[config.mk]
export PLATFORM = sky130hd
export DESIGN_NAME = mm_stream_tx
export DESIGN_NICKNAME = d
export VERILOG_FILES = /design/src/rtl/mm_stream_tx.sv
export SDC_FILE = /design/constraint.sdc
export NUM_CORES = 1
export LEC_CHECK = 0
export BUFFER_PORTS_ARGS = -buffer_cell sky130_fd_sc_hd__buf_2
export CELL_PAD_IN_SITES_DETAIL_PLACEMENT = 0
export CELL_PAD_IN_SITES_GLOBAL_PLACEMENT = 1
export CORE_ASPECT_RATIO = 0.9
export CORE_MARGIN = 4
export CORE_UTILIZATION = 35
export DETAILED_ROUTE_END_ITERATION = 8
export PLACE_DENSITY = 0.57
export SYNTH_ARGS = -nofsm -noshare
export SYNTH_HDL_FRONTEND = slang
export SYNTH_SLANG_ARGS = --single-unit
export TNS_END_PERCENT = 5
[constraint.sdc]
create_clock -name clk -period 2.6 [get_ports clk]
set_input_delay 0.39 -clock clk [delete_from_list [all_inputs] [get_ports clk]]
set_output_delay 0.39 -clock clk [all_outputs]
set_load 0.01 [all_outputs]
[src/rtl/mm_stream_tx.sv]
// Serializes host-written matrices A then B onto the multiplier stream and captures its results.
// Optional WAIT_RES watchdog enabled by defining MM_TX_TIMEOUT_EN.
module mm_stream_tx #(
  parameter int MAX_DIM = 4,
  parameter int DW      = 8,
  parameter int RW      = 12
) (
  input  logic          clk,
  input  logic          rst,
  input  logic          cfg_we,
  input  logic          cfg_sel,
  input  logic [3:0]    cfg_addr,
  input  logic [DW-1:0] cfg_data,
  input  logic [2:0]    a_rows,
  input  logic [2:0]    a_cols,
  input  logic [2:0]    b_rows,
  input  logic [2:0]    b_cols,
  input  logic          start,
  output logic          ready,
  output logic [DW-1:0] tx_data,
  output logic          col_end,
  output logic          row_end,
  input  logic          mm_busy,
  input  logic          mm_valid,
  input  logic [RW-1:0] mm_data,
  output logic          res_valid,
  output logic [RW-1:0] res_data,
  output logic [4:0]    res_count,
  output logic          done,
  output logic          err
);

  localparam int DEPTH = MAX_DIM * MAX_DIM;

  typedef enum logic [2:0] {
    S_IDLE, S_WAIT_RX, S_SEND_A, S_GAP, S_SEND_B, S_WAIT_RES, S_DONE
  } state_t;

  state_t        state_q, state_d;
  logic [1:0]    r_q, r_d, c_q, c_d;
  logic [2:0]    ar_q, ar_d, ac_q, ac_d, br_q, br_d, bc_q, bc_d;
  logic [4:0]    exp_q, exp_d;
  logic          mmv_q;
  logic          ready_q, ready_d;
  logic [DW-1:0] tx_q, tx_d;
  logic          ce_q, ce_d, re_q, re_d;
  logic          rv_q, rv_d;
  logic [RW-1:0] rd_q, rd_d;
  logic [4:0]    cnt_q, cnt_d;
  logic          done_q, done_d, err_q, err_d;
  logic [7:0]    wd_q, wd_d;

  logic [DW-1:0] mem_a [DEPTH];
  logic [DW-1:0] mem_b [DEPTH];

  // Operand storage is deliberately not reset so a transfer can be replayed after an abort.
  always_ff @(posedge clk) begin
    if (cfg_we && state_q == S_IDLE) begin
      if (cfg_sel) mem_b[cfg_addr] <= cfg_data;
      else         mem_a[cfg_addr] <= cfg_data;
    end
  end

  function automatic logic dim_ok(input logic [2:0] d);
    return (d != 3'd0) && (d <= 3'(MAX_DIM));
  endfunction

  logic          dims_legal, last_c, last_r, rise;
  logic [2:0]    rows, cols;
  logic [DW-1:0] elem;

  assign dims_legal = dim_ok(a_rows) && dim_ok(a_cols) && dim_ok(b_rows) && dim_ok(b_cols);
  assign rows   = (state_q == S_SEND_A) ? ar_q : br_q;
  assign cols   = (state_q == S_SEND_A) ? ac_q : bc_q;
  assign elem   = (state_q == S_SEND_A) ? mem_a[{r_q, c_q}] : mem_b[{r_q, c_q}];
  assign last_c = ({1'b0, c_q} == cols - 3'd1);
  assign last_r = ({1'b0, r_q} == rows - 3'd1);
  assign rise   = mm_valid && !mmv_q;

  always_comb begin
    state_d = state_q;
    r_d     = r_q;
    c_d     = c_q;
    ar_d    = ar_q;
    ac_d    = ac_q;
    br_d    = br_q;
    bc_d    = bc_q;
    exp_d   = exp_q;
    tx_d    = '0;
    ce_d    = 1'b0;
    re_d    = 1'b0;
    rv_d    = 1'b0;
    rd_d    = rd_q;
    cnt_d   = cnt_q;
    done_d  = 1'b0;
    err_d   = 1'b0;
    wd_d    = wd_q;
    unique case (state_q)
      S_IDLE: begin
        if (start && ready_q) begin
          if (dims_legal) begin
            ar_d    = a_rows;
            ac_d    = a_cols;
            br_d    = b_rows;
            bc_d    = b_cols;
            // Mismatched inner dimensions produce a single illegal response from the receiver.
            exp_d   = (a_cols == b_rows) ? ({2'b00, a_rows} * {2'b00, b_cols}) : 5'd1;
            cnt_d   = '0;
            state_d = S_WAIT_RX;
          end else begin
            err_d = 1'b1;
          end
        end
      end
      S_WAIT_RX: begin
        if (!mm_busy) begin
          r_d     = '0;
          c_d     = '0;
          state_d = S_SEND_A;
        end
      end
      S_SEND_A, S_SEND_B: begin
        tx_d = elem;
        ce_d = last_c;
        re_d = last_c && last_r;
        if (last_c) begin
          c_d = '0;
          r_d = r_q + 2'd1;
          if (last_r) begin
            r_d     = '0;
            wd_d    = '0;
            state_d = (state_q == S_SEND_A) ? S_GAP : S_WAIT_RES;
          end
        end else begin
          c_d = c_q + 2'd1;
        end
      end
      S_GAP: state_d = S_SEND_B;
      S_WAIT_RES: begin
        if (rise) begin
          rv_d  = 1'b1;
          rd_d  = mm_data;
          cnt_d = cnt_q + 5'd1;
          wd_d  = '0;
          if (cnt_q + 5'd1 == exp_q) state_d = S_DONE;
        end
`ifdef MM_TX_TIMEOUT_EN
        else if (wd_q == 8'd254) begin
          err_d   = 1'b1;
          done_d  = 1'b1;
          state_d = S_IDLE;
        end else begin
          wd_d = wd_q + 8'd1;
        end
`endif
      end
      S_DONE: begin
        done_d  = 1'b1;
        state_d = S_IDLE;
      end
      default: state_d = S_IDLE;
    endcase
    // ready trails the done pulse by one cycle so the host sees done before re-arming.
    ready_d = (state_d == S_IDLE) && !done_d;
  end

  always_ff @(posedge clk) begin
    if (rst) begin
      state_q <= S_IDLE;
      r_q     <= '0;
      c_q     <= '0;
      ar_q    <= '0;
      ac_q    <= '0;
      br_q    <= '0;
      bc_q    <= '0;
      exp_q   <= '0;
      mmv_q   <= 1'b0;
      ready_q <= 1'b1;
      tx_q    <= '0;
      ce_q    <= 1'b0;
      re_q    <= 1'b0;
      rv_q    <= 1'b0;
      rd_q    <= '0;
      cnt_q   <= '0;
      done_q  <= 1'b0;
      err_q   <= 1'b0;
      wd_q    <= '0;
    end else begin
      state_q <= state_d;
      r_q     <= r_d;
      c_q     <= c_d;
      ar_q    <= ar_d;
      ac_q    <= ac_d;
      br_q    <= br_d;
      bc_q    <= bc_d;
      exp_q   <= exp_d;
      mmv_q   <= mm_valid;
      ready_q <= ready_d;
      tx_q    <= tx_d;
      ce_q    <= ce_d;
      re_q    <= re_d;
      rv_q    <= rv_d;
      rd_q    <= rd_d;
      cnt_q   <= cnt_d;
      done_q  <= done_d;
      err_q   <= err_d;
      wd_q    <= wd_d;
    end
  end

  assign ready     = ready_q;
  assign tx_data   = tx_q;
  assign col_end   = ce_q;
  assign row_end   = re_q;
  assign res_valid = rv_q;
  assign res_data  = rd_q;
  assign res_count = cnt_q;
  assign done      = done_q;
  assign err       = err_q;

endmodule

======== After elaboration in Yosys (flattened, before gate mapping) ========
Memory sizes are Yosys's and may differ from the RTL's.
Index checks and enable logic that the tools add are counted.
storage, ports and cells
  flip-flop bits (word level) ............. 56
  RAM bits ................................ 256
  input port bits ......................... 43
  output and inout bits ................... 31
  logic and storage cells ................. 112
  memories ................................ 2
cells by class
  add/sub/neg operators ................... 5
  $mul .................................... 1
  magnitude comparators ................... 4
  equality and inequality tests ........... 15
  mux-type cells .......................... 32
  bitwise gates (word level) .............. 4
  reduce and logical (&&, ||, !) cells .... 31
memory list
  name   depth  bits a word  read ports  clocked after Yosys merged registers in  wr ports  RTL line  source
  mem_a  16     8            1           0                                        1         53        logic [DW-1:0] mem_a [DEPTH];
  mem_b  16     8            1           0                                        1         54        logic [DW-1:0] mem_b [DEPTH];
operators by type and width
  cell                 count
  $mux 3               10
  $mux 5               4
  $pmux 3 s5           1
  $le 3x3->1 const B   4
  $logic_and 1x1->1    12
  $reduce_bool 3->1    4
  $pmux 5 s2           1
  $eq 3x3->1 const B   3
  $mux 1               9
  $mux 2               4
  $mux 8               1
  $ne 2x2->1 const B   4
  $pmux 2 s2           2
  $eq 2x3->1           2
  $eq 3x2->1 const B   2
  $logic_not 3->1      2
  $reduce_and 3->1     2
  $reduce_or 2->1      3
  $sub 3x1->3 const B  2
  $add 5x1->5 const B  1
  $eq 5x5->1           1
  $mul 3x3->5          1
  $add 2x1->2 const B  2
  $not 1->1            4
  8 further kinds      11

======== Depth between registers and ports, before layout ========
Gate-level depths: netlist of the first run.
  depth after elaboration ................. 10
  gate-level depth with buffers ........... 11
  mapped depth without buffers ............ 9

======== Worst setup path after synthesis of the first run ========
OpenSTA, ideal clock, no wires.
  path kind ............................... register -> register
  start point ............................. register state_q[1]
  end point ............................... register r_q[0]
  library setup time ...................... 0.070 ns
  arrival time ............................ 2.674 ns
  required time ........................... 2.530 ns
  setup slack ............................. -0.145 ns
  stages on the path, launching flop included .. 11
  path buffers ............................ 3
  clock period less this slack ............ 2.745 ns
  cell sequence ........................... dfxtp_1 > buf_4 > nor3b_4 > clkbuf_1 > mux2i_1 > ha_1 > xnor2_1 > or3_1 > buf_2 > or4b_1 > a21oi_1
between the ends
  longest elaborated chain between the ends .. 7
  elaborated cells on any way between the ends .. 17
  classes of those cells .................. add/sub (2); eq/ne (7); mux (5); reduce/logical (3)
RTL lines
  item                    RTL line    source
  from (decl)             39          state_t state_q, state_d;
  from (signal assigned)  189         state_q <= state_d;
  $eq 3x2->1              73, 74, 98
  $mux 3                  73          assign rows = (state_q == S_SEND_A) ? ar_q : br_q;
  $sub 3x1->3             77          assign last_r = ({1'b0, r_q} == rows - 3'd1);
  $eq 2x3->1              77
  $mux 2                  129         if (last_r) begin
  $mux 2                  126         if (last_c) begin
  $pmux 2 s2              98          unique case (state_q)
  to (signal assigned)    190         r_q <= r_d;
  to (decl)               40          logic [1:0] r_q, r_d, c_q, c_d;
Parallel ways exist; a longest one is shown, timed or not. The select of a mux whose other input is x is not followed.
A chain may end at the register's enable or synchronous reset.

======== Final worst setup path of the first run ========
  start point ............................. register state_q[0]
  end point ............................... register r_q[0]
The elaborated chain is that of the path after synthesis.

==> results_dict.tcl, run 1 <==
set metrics [dict create \
    status "completed" \
    synth_edf_count 256 \
    yosys.area.top_type "edfxtp_1" \
    start_kind "flip-flop" \
    critPathCaptureType "flip-flop" \
    place_congestion 0.8094 \
    arrival_ns 2.91 \
    slowest_delay_ns 0.49 \
    cts_buffers 35 \
    fillerInstances 3149 \
    syn_avg_cell_area_um2 17.18 \
    syn_to_final_growth_pct 19.83 \
    cts.sinks 312 \
    synthesis.area_um2 12490 \
    grt_pass1_wl_um 43490 \
    dp.final_hpwl_um 18980 \
    wirelength_um 28330 \
    globalRouteOverflowTotal 0 \
    antenna_found_initial 2 \
    fin_crit_ns 2.449 \
    use_met3_pct 3.136 \
    fin_worst_skew_ns 0.01822 \
    grt_max_degree 60 \
    track_usage_pct 14.52 \
    min_path_type "input pin to flip-flop" \
    portBuffers 73 \
    cp_slowest_cell "or4b_1" \
    drv_slew 0 \
    synth-seq-cells 312 \
    p_leak_nw 4.984 \
    clk_pin_slew_ns 0.06 \
    drtAntennaViolNets 0 \
    power_mw 11.05 \
    die_h_um 187.2 \
    fin_setup_tns_ns 0 \
    ys.flop_type "edfxtp_1" \
    p_per_area_nw_per_um2 738.3 \
    setup_viol 0 \
    netlist_instances 727 \
    core_area_um2 35130 \
    initial_core_util_pct 35.55 \
    ys_types 45 \
    crit_path_cell_trace "nor3b_4 -> mux2i_1 -> ha_1 -> xnor2_1 -> or3_1 -> or4b_1 -> a21oi_1" \
    finalHoldViolations 0 \
    drt-initial-drc-count 438 \
    cts_buffer_depth 3 \
    yosysWarnings 0 \
    ys_seq_area_share_pct 70.52 \
    grt_busiest_layer "met2" \
    cap_violations 0 \
    clk_latency_ns 0.53 \
    critical_path_class "flip-flop to flip-flop" \
    use_met2_pct 22.21 \
    dr.pass1.iters 5 \
    max_slew.worst_pin.slew_ns 0.8805 \
    peakVddDrop_mv 0.6310 \
    ios 74 \
    drive_above_1_share_pct 30.58 \
    die_w_um 207.1 \
    met1_usage_pct 21.58 \
    dieArea_um2 38780 \
    via_per_inst 5.045 \
    rsz0062_at_grt "false" \
    grt_pass1_vias 6929 \
    ctsHtreeMaxLevel 2 \
    rows 65 \
    wl_per_cell_um 21.11 \
    regArea_um2 8815 \
    synthTopCellsByArea "edfxtp_1 62%, mux4_2 14%, dfxtp_1 9.0%, nor2_1 1.7%, nand2_1 1.6%" \
    nets 900 \
    critical_path_required_ns 3.06 \
    vias 6771 \
    yosysTopAreaCellShare_pct 61.54 \
    num_antenna_cells 0 \
    max_freq_mhz 408.4 \
    synth_fp_nets 778 \
    multi_input_area_um2 3508 \
    cts_tree "built" \
    cts-root-buf "clkbuf_16" \
    crit_path_max_fanout 5 \
    cts_setup_buffers 0 \
    timing.final.crit_share_pct 94.17 \
    synth-async-reset-ratio_pct 0 \
    slew_headroom_pct 41.22 \
    drcViolationCount 0 \
]
-- through the flow --
step / area [µm²] / setup WS (ns) / utilization (%) / cells / hold slack (ns)
2_1_floorplan: 12510 / 0.002858 / - / 727 / 0.4596
3_3_place_gp: 13730 / 0.2176 / 39.09 / 1281 / 0.4400
3_5_place_dp: 13730 / 0.1864 / 39.09 / 1281 / 0.4450
4_1_cts: 14960 / 0.1685 / 42.59 / 1342 / 0.07765
5_1_grt: 14970 / 0.001500 / 42.60 / 1342 / 0.1045
6_report: 14970 / 0.1515 / 42.60 / 1342 / 0.1012
-- state kept, by name, indices dropped and copies added (netlist names), 2 cells and up --
| register | cells |
|---|---|
| state_q | 3 |
| ar_q | 3 |
| exp_q | 5 |
| mem_a | 128 |
| r_q | 2 |
| br_q | 3 |
| tx_data | 8 |
| bc_q | 3 |
| res_data | 12 |
| mem_b | 128 |
| ac_q | 3 |
| c_q | 2 |
| res_count | 5 |
-- placed cells by master (no fill, tap or decap), types with 6 or more instances in the layout --
cell       synthesis  routed
a21oi_1           27      27
a31oi_1            6       6
buf_2              6      73
buf_4              1      48
bufinv_16          0       8
clkbuf_16          0      35
clkinv_2           0       6
dfxtp_1           56      53
edfxtp_1         256     256
ha_1               6       6
inv_1              6       6
mux2i_1           18      18
mux4_2            80      80
nand2_1           54      54
nand2b_1           9       9
nand3_1            7       7
nor2_1            57      57
nor2b_1           10      10
nor3_1            15      14
o21ai_0           13      13
or3_1              7       7
xnor2_1            7       7
xor2_1            11      11
-- area by class of cell --
class / instances / area share [%]
sequential: 312 / 58.89
multi-input combinational: 369 / 23.44
clock buffer: 40 / 5.977
timing repair buffer: 125 / 5.383
tap: 469 / 3.920
clock inverter: 21 / 2.240
inverter: 6 / 0.1505
-- routing by layer --
| metal | vias up | routed length (µm) |
|---|---|---|
| li1 | 3085 | - |
| met3 | 29 | 1674 |
| met1 | 3449 | 13450 |
| met5 | - | 0 |
| met2 | 208 | 12780 |
| met4 | 0 | 425 |
-- cells by family after synthesis --
kind of cell	share of synthesized area [%]
muxes	15.87
and+or+nand+nor	6.922
xor gates and xnor gates	1.262
adders and majority gates	0.9216
AOI/OAI and AO/OA	3.035
DFF	70.52
buffers and inverters	1.473
-- synthesized netlist by cell type (all sizes together), types with 9 or more instances --
library cell,count
nand2b,9
nand2,54
mux2i,18
o21ai,16
xor2,11
buf,15
nor3,15
edfxtp,256
a21oi,27
dfxtp,56
clkbuf,25
nor2,57
nor2b,10
mux4,80
-- critical path: cells and delay by family, from the launching register on --
family	cells	cell delay (ns)
AOI/OAI and AO/OA	1	0.14
xor gates and xnor gates	1	0.12
adders and majority gates	1	0.29
DFF	1	0.33
muxes	1	0.29
and+or+nand+nor	3	1.21
-- report_power, final --
group	switching (mW)	internal, mW	leakage (nW)
registers	0.0111	5.44	2.76
clock network	1.97	3.29	0.603
logic	0.216	0.116	1.62
-- worst paths after layout --
kind          startpoint           to  cells past startpoint  slack, ns
max           state_q[0]       r_q[0]                      7       0.15
min             mm_valid        mmv_q                      2       0.10
max reg2reg   state_q[0]       r_q[0]                      7       0.15
min reg2reg  res_data[5]  res_data[5]                      2       0.45
-- timing repair --
item,in CTS,in global routing
hold buffers,0,0
gates resized for setup,0,1
endpoints found under the setup margin,0,3
Note: power is estimated with default switching activity, not from simulation.
==> run 2: changes to the inputs <==
- MAX_ROUTING_LAYER: unset -> met4
==> run 2 against run 1 <==
  * Sequential power about the same
  * Largest cell class unchanged
  * Combinational power barely moved
  * Clock skew down 0.00067 ns
  * Highest routed layer unchanged
  * Cell count unchanged
  * Maximum frequency barely moved
  * Largest power group unchanged
  * Critical path depth stayed put
  * Register-to-register slack about the same
==> results_dict.tcl, run 2 (synthesized netlist as in run 1, its figures left out) <==
set metrics [dict create \
    status "completed" \
    critPathCaptureType "flip-flop" \
    clock_power_share_pct 47.6 \
    cts_setup_buffers 0 \
    arrival_ns 2.91 \
    wl_per_cell_um 21.14 \
    core_area_um2 35130 \
    cap_violations 0 \
    peakVddDrop_mv 0.6318 \
    drt-initial-drc-count 434 \
    cts_buffers 35 \
    fin_worst_skew_ns 0.01755 \
    place_congestion 0.8215 \
    rows 65 \
    nets 900 \
    drtAntennaViolNets 0 \
    die_w_um 207.1 \
    dr.pass1.iters 5 \
    globalRouteOverflowTotal 0 \
    finalHoldViolations 0 \
    drive_above_1_share_pct 30.58 \
    dieArea_um2 38780 \
    hold_buffers 0 \
    setup_viol 0 \
    crit_path_max_fanout 5 \
    ios 74 \
    clk_latency_ns 0.53 \
    max_slew.worst_pin.slew_ns 0.8950 \
    p_leak_nw 4.984 \
    drv_slew 0 \
    min_path_type "input pin to flip-flop" \
    initial_core_util_pct 35.55 \
    max_freq_mhz 408.1 \
    grt_max_degree 60 \
    final_common_cell "edfxtp_1" \
    dp.final_hpwl_um 18980 \
    switchingPower_mw 2.192 \
    num_antenna_cells 0 \
    fin_crit_ns 2.450 \
    start_kind "flip-flop" \
    rsz0062_at_grt "false" \
    ctsHtreeMaxLevel 2 \
    fillerInstances 3149 \
    track_usage_pct 14.97 \
    syn_to_final_growth_pct 19.83 \
    critical_path_class "flip-flop to flip-flop" \
    clk_pin_slew_ns 0.06 \
    slew_headroom_pct 40.25 \
    whs_ns 0.1054 \
    cts_buffer_depth 3 \
    cts.sinks 312 \
    portBuffers 73 \
    grt_pass1_vias 6920 \
    p_int_mw 8.849 \
    comb_power_share_pct 3.0 \
    p_per_area_nw_per_um2 737.7 \
    grt_pass1_wl_um 43460 \
    seqPwrFrac_pct 49.4 \
    critical_path_required_ns 3.06 \
    timing.final.crit_share_pct 94.24 \
    cts-root-buf "clkbuf_16" \
    fin_setup_tns_ns 0 \
    cts_tree "built" \
    switching_share_pct 19.85 \
    antenna_found_initial 2 \
    via_per_inst 5.030 \
    die_h_um 187.2 \
    wirelength_um 28360 \
    final_cell_mix "256 x edfxtp_1, 80 x mux4_2, 73 x buf_2, 57 x nor2_1, 54 x nand2_1" \
    drcViolationCount 0 \
    vias 6750 \
]
==> run 2: final timing paths <==
| kind | startpoint | end | slack [ns] | cells past startpoint |
|---|---|---|---|---|
| max | state_q[0] | r_q[0] | 0.15 | 7 |
| min | mm_valid | mmv_q | 0.11 | 2 |
| max reg2reg | state_q[0] | r_q[0] | 0.15 | 7 |
| min reg2reg | res_data[5] | res_data[5] | 0.45 | 2 |
==> run 2: final cells by class <==
type                       count  area [µm²]  area share, %
inverter                       6       22.52         0.1505
clock inverter                21       335.3          2.240
timing repair buffer         125       805.8          5.383
sequential                   312        8815          58.89
tap                          469       586.8          3.920
multi-input combinational    369        3508          23.44
clock buffer                  40       894.6          5.977
==> run 2: through the flow <==
stage,utilization (%),power (mW),worst slack (ns),cells,cell area [µm²]
after global routing,42.60,11.48,0.001500,1342,14970
after floorplan,-,5.713,0.002858,727,12510
after global placement,39.09,5.881,0.2176,1281,13730
final,42.60,11.04,0.1497,1342,14970
after CTS,42.59,11.20,0.1685,1342,14960
after detailed placement,39.09,5.893,0.1864,1281,13730
==> run 2: power groups by stage <==
stage,sequential [mW],combinational (mW),clock [mW]
final,5.45,0.332,5.26
after global routing,5.45,0.370,5.66
after CTS,5.45,0.338,5.41
after detailed placement,5.56,0.336,0
after global placement,5.56,0.326,0
after floorplan,5.56,0.158,0
==> run 2: repair_timing <==
action | 4_1_cts | 5_1_grt
endpoints found under the hold margin | 0 | 0
resized for setup | 0 | 1
setup endpoints to repair | 0 | 3
==> run 2: routing by layer <==
metal / track usage, % / up-vias / wire (µm)
met2: 22.02 / 165 / 12710
met5: - / - / 0
met4: 3.178 / 0 / 418
li1: - / 3084 / -
met3: 3.102 / 33 / 1422
met1: 21.78 / 3468 / 13820
==> run 2: worst max-delay path, cell delays in order (launching register included) <==
cell	delay, ns
dfxtp_1	0.33
nor3b_4	0.29
mux2i_1	0.29
ha_1	0.29
xnor2_1	0.12
or3_1	0.43
or4b_1	0.49
a21oi_1	0.14
